===== config.mk =====
export PLATFORM = sky130hd
export DESIGN_NAME = mod_loader
export DESIGN_NICKNAME = d
export VERILOG_FILES = /design/src/rtl/mod_loader_pkg.sv /design/src/rtl/mod_loader.sv
export SDC_FILE = /design/constraint.sdc
export NUM_CORES = 1
export LEC_CHECK = 0
export ABC_AREA = 1
export ABC_CLOCK_PERIOD_IN_PS = 3900
export BUFFER_PORTS_ARGS = -buffer_cell sky130_fd_sc_hd__buf_2
export CAP_MARGIN = 10
export CORE_AREA = 2 2 120 122
export DETAILED_ROUTE_END_ITERATION = 6
export DIE_AREA = 0 0 122 124
export PLACE_DENSITY = 0.53
export SETUP_SLACK_MARGIN = 0.05
export SLEW_MARGIN = 30
export SYNTH_ARGS = -nofsm -noshare
export SYNTH_HDL_FRONTEND = slang
export SYNTH_SLANG_ARGS = --single-unit

===== constraint.sdc =====
create_clock -name CLK -period 3.9 [get_ports CLK]
set_input_delay 0.585 -clock CLK [delete_from_list [all_inputs] [get_ports CLK]]
set_output_delay 0.585 -clock CLK [all_outputs]
set_load 0.03 [all_outputs]

===== src/rtl/mod_loader_pkg.sv =====
// Shared modulation constants: BRAM geometry and loader state encoding.
// The modulator imports this package so both sides agree on the same values.
package mod_loader_pkg;

    localparam int ADDR_WIDTH_DEF = 15;
    localparam int CNT_WIDTH      = 17;

    typedef enum logic [2:0] {
        ST_IDLE   = 3'd0,
        ST_LOW    = 3'd1,
        ST_HIGH   = 3'd2,
        ST_FLUSH  = 3'd3,
        ST_COMMIT = 3'd4
    } load_state_e;

endpackage


===== src/rtl/mod_loader.sv =====
// Streams modulation bytes into the 16-bit modulation BRAM and commits the cycle
// length only once the whole table has been written.
//
// state  | meaning
// IDLE   | no load in progress, VALID ignored
// LOW    | waiting for the even byte of a word
// HIGH   | waiting for the odd byte; handshake issues the word write
// FLUSH  | odd byte count: last half-word write is on the bus
// COMMIT | publish the latched length to CYCLE and pulse DONE
module mod_loader
    import mod_loader_pkg::*;
#(
    parameter int ADDR_WIDTH = ADDR_WIDTH_DEF
) (
    input  logic                  CLK,
    input  logic                  RST,
    input  logic                  START,
    input  logic [15:0]           CYCLE_IN,
    input  logic [7:0]            DATA_IN,
    input  logic                  VALID,
    output logic                  READY,
    output logic                  BRAM_WE,
    output logic [ADDR_WIDTH-1:0] BRAM_ADDR,
    output logic [15:0]           BRAM_DIN,
    output logic [15:0]           CYCLE,
    output logic                  BUSY,
    output logic                  DONE
);

    load_state_e           state_q, state_d;
    logic [15:0]           len_q, len_d;
    logic [CNT_WIDTH-1:0]  cnt_q, cnt_d;
    logic [7:0]            low_q, low_d;
    logic                  we_q, we_d;
    logic [ADDR_WIDTH-1:0] addr_q, addr_d;
    logic [15:0]           din_q, din_d;
    logic [15:0]           cycle_q, cycle_d;
    logic                  done_q, done_d;

    logic                  ready;
    logic                  xfer;
    logic                  last_byte;
    logic [ADDR_WIDTH-1:0] word_addr;

    assign ready     = (state_q == ST_LOW) || (state_q == ST_HIGH);
    assign xfer      = VALID && ready;
    assign last_byte = (cnt_q == {1'b0, len_q});
    assign word_addr = ADDR_WIDTH'(cnt_q >> 1);

    always_comb begin
        state_d = state_q;
        len_d   = len_q;
        cnt_d   = cnt_q;
        low_d   = low_q;
        we_d    = 1'b0;
        addr_d  = addr_q;
        din_d   = din_q;
        cycle_d = cycle_q;
        done_d  = 1'b0;

        // START wins in every state, which also aborts a load still in flight
        if (START) begin
            state_d = ST_LOW;
            len_d   = CYCLE_IN;
            cnt_d   = '0;
        end else begin
            unique case (state_q)
                ST_IDLE: begin
                    state_d = ST_IDLE;
                end
                ST_LOW: begin
                    if (xfer) begin
                        low_d = DATA_IN;
                        cnt_d = cnt_q + 1'b1;
                        if (last_byte) begin
                            we_d    = 1'b1;
                            addr_d  = word_addr;
                            din_d   = {8'h00, DATA_IN};
                            state_d = ST_FLUSH;
                        end else begin
                            state_d = ST_HIGH;
                        end
                    end
                end
                ST_HIGH: begin
                    if (xfer) begin
                        cnt_d   = cnt_q + 1'b1;
                        we_d    = 1'b1;
                        addr_d  = word_addr;
                        din_d   = {DATA_IN, low_q};
                        state_d = last_byte ? ST_COMMIT : ST_LOW;
                    end
                end
                ST_FLUSH: begin
                    state_d = ST_COMMIT;
                end
                ST_COMMIT: begin
                    cycle_d = len_q;
                    done_d  = 1'b1;
                    state_d = ST_IDLE;
                end
                default: begin
                    state_d = ST_IDLE;
                end
            endcase
        end
    end

    always_ff @(posedge CLK or posedge RST) begin
        if (RST) begin
            state_q <= ST_IDLE;
            len_q   <= '0;
            cnt_q   <= '0;
            low_q   <= '0;
            we_q    <= 1'b0;
            addr_q  <= '0;
            din_q   <= '0;
            cycle_q <= '0;
            done_q  <= 1'b0;
        end else begin
            state_q <= state_d;
            len_q   <= len_d;
            cnt_q   <= cnt_d;
            low_q   <= low_d;
            we_q    <= we_d;
            addr_q  <= addr_d;
            din_q   <= din_d;
            cycle_q <= cycle_d;
            done_q  <= done_d;
        end
    end

    assign READY     = ready;
    assign BUSY      = (state_q != ST_IDLE);
    assign BRAM_WE   = we_q;
    assign BRAM_ADDR = addr_q;
    assign BRAM_DIN  = din_q;
    assign CYCLE     = cycle_q;
    assign DONE      = done_q;

endmodule


==> flow_metrics.tcl <==
set metrics [dict create \
    insertion_delay_ns 0.34 \
    min_path_type "input pin to async pin" \
    final_cell_area_um2 5100 \
    rr_endpoint "BRAM_ADDR[14]$_DFFE_PP0P_" \
    cts_setup_buffers 0 \
    period_needed_ns 2.41 \
    report.final.slew_viol_count 0 \
    powerDensity_nw_per_um2 537 \
    slowest_stage "nand2_2" \
    ant_nets 0 \
    antenna_found_initial 0 \
    postLayoutCoreUtil_pct 37.1 \
    cts_resized 0 \
    skew_ns 0.00732 \
    cts_hold_buf 0 \
    gp_congestion 0.823 \
    ir_worst_vdd_uv 280 \
    final_nets 615 \
    slowest_delay_ns 0.48 \
    htree_levels 3 \
    hold_violations 0 \
    netlist.area_leader.share_pct 55.2 \
    initial_core_util_pct 30.7 \
    cp.buffers_inverters 1 \
    synth_top_area_cell "dfrtp_1" \
    wl_per_cell_um 13.2 \
    drt_iter0_drc 237 \
    io_pins 79 \
    cts.sinks 93 \
    clk_pin_slew_worst_paths_ns 0.07 \
    via_count 3551 \
    die_area_um2 15100 \
    power_mw 2.74 \
    max-cap-violations 0 \
    arrival_ns 2.63 \
    yosysSeqAreaShare_pct 55.2 \
    yosysWarnings 0 \
    synth.avg_cell_area_um2 8.17 \
    startpoint_type "flop" \
    synth-edff-count 0 \
    max_freq_mhz 415 \
    rows 43 \
    fin_tns_setup_ns 0 \
    die_height_um 124 \
    numCtsBuffers 9 \
    clk_path_buf_depth 2 \
    rsz0062_at_grt "no" \
    synthCells 516 \
    clockRootBuffer "clkbuf_16" \
    p_leak_nw 2.69 \
    cts_tree "done" \
    crit_type "flop to flop" \
    ys_top_cells_by_count "nand2_1 (165), dfrtp_1 (93), inv_1 (46)" \
    via_per_inst 4.61 \
    grt_max_degree 76 \
    ys.flop_type "dfrtp_1" \
    grt_pass1_vias 3389 \
    area_delta_synth_final_pct 20.8 \
    track_usage_pct 14.3 \
    status "complete, no violations" \
    drive_above_1_share_pct 18.6 \
    drc 0 \
    ys_ff_latch 93 \
    finalSetupViolCount 0 \
    dr.pass1.iters 6 \
    critPathCaptureType "flop" \
    path_delay_family "simple AND/OR/NAND/NOR gates" \
    cpMostUsedCell "nand2_1" \
    relSlewSlack_pct 53.0 \
    port_buffers 78 \
    crit_required_ns 4.12 \
    crit_chain "inv_2, nand3_4, nand2_4, nand2_8, nor2_8, nand2_2, nand2_1, nand2_1" \
    core_um2 13700 \
    drt_wl_total_mm 10.2 \
    worstMarginPinSlew_ns 0.704 \
    period_share_pct 61.7 \
    overflow 0 \
    yosysMostFrequentCell "nand2_1" \
    ff2ff_path_depth 8 \
    fin_hold_ws_ns 0.362 \
    syn_area_um2 4220 \
    syn-num-nets 545 \
    hpwl_mm 7.34 \
    antenna_cells 0 \
    crit_fanout 35 \
    synthDistinctLibCells 27 \
    grt_pass1_wl_mm 16.9 \
    die_width_um 122 \
    synthArstFlopShare_pct 100 \
    dpl-instance-area_um2 4750 \
    crit_cells 8 \
    reg2reg_from "state_q[2]$_DFFE_PP0P_" \
    synthTopCellsByArea "dfrtp_1 (55%), nand2_1 (15%), nand3_1 (5.3%)" \
    rrSetupSlack_ns 1.49 \
]
==> layout make-up <==
type,instances,area [µm²]
clock buffer,11,253
clock inverter,5,81.3
fill,1434,8620
inverter,50,193
multi-input combinational,352,1610
sequential,93,2330
tap,180,225
timing repair buffer,80,405
==> power breakdown <==
| part | internal (mW) | total, mW | switching [mW] |
|---|---|---|---|
| Sequential | 1.10 | 1.19 | 0.0827 |
| Clock | 0.597 | 0.955 | 0.358 |
| Combinational | 0.167 | 0.594 | 0.427 |
==> worst max path at each step <==
stage / slack, ns / startpoint / to
floorplan: 0.89 / RST / BRAM_ADDR[0]$_DFFE_PP0P_
global placement: 1.25 / START / CYCLE[1]$_DFFE_PP0P_
detailed placement: 1.09 / START / CYCLE[10]$_DFFE_PP0P_
CTS: 1.45 / state_q[0]$_DFFE_PP0P_ / BRAM_ADDR[9]$_DFFE_PP0P_
global route: 1.21 / state_q[0]$_DFFE_PP0P_ / BRAM_ADDR[14]$_DFFE_PP0P_
finish: 1.49 / state_q[2]$_DFFE_PP0P_ / BRAM_ADDR[14]$_DFFE_PP0P_
==> cells by family after synthesis <==
logic type      Yosys count  synth area share [%]
fa+ha+maj                 1                 0.297
flops                    93                  55.2
compound gates           74                  8.99
xor+xnor                  2                 0.415
buf+inv                  71                  6.73
simple gates            275                  28.4
==> layout by cell type (no fill, tap or decap), types with 2 or more instances in the layout <==
cell type / count
o21ai_0: 43
a21oi_1: 20
o21ai_1: 8
nand2_2: 2
bufinv_16: 2
nor2_1: 40
dfrtp_1: 93
o21a_1: 2
nor3_1: 10
clkbuf_8: 2
clkbuf_16: 9
xnor2_1: 2
inv_2: 4
buf_2: 78
nand3_1: 44
nand4_1: 6
inv_6: 2
nand2_1: 165
buf_4: 2
inv_1: 45
==> state kept, by name, indices dropped and copies added (netlist names) <==
signal	flops
low_q	8
state_q	3
BRAM_WE	1
BRAM_DIN	16
len_q	16
cnt_q	17
CYCLE	16
DONE	1
BRAM_ADDR	15
==> per-stage QoR <==
stage / setup WS (ns) / instances
5_1_grt: 1.21 / 771
3_3_place_gp: 1.25 / 755
3_5_place_dp: 1.09 / 755
6_report: 1.49 / 771
4_1_cts: 1.45 / 771
2_1_floorplan: 0.895 / 516
==> layer usage <==
| layer | wire length, µm | track usage, % | vias up | part of all wire (%) |
|---|---|---|---|---|
| met5 | 0 | 0 | - | 0 |
| met4 | 210 | 6.75 | 0 | 2.1 |
| met3 | 419 | 2.47 | 10 | 4.1 |
| met2 | 4520 | 21.4 | 86 | 44 |
| met1 | 5030 | 20.2 | 1665 | 49 |
| li1 | - | - | 1790 | - |
No activity file was read; power rests on OpenSTA's default activity.
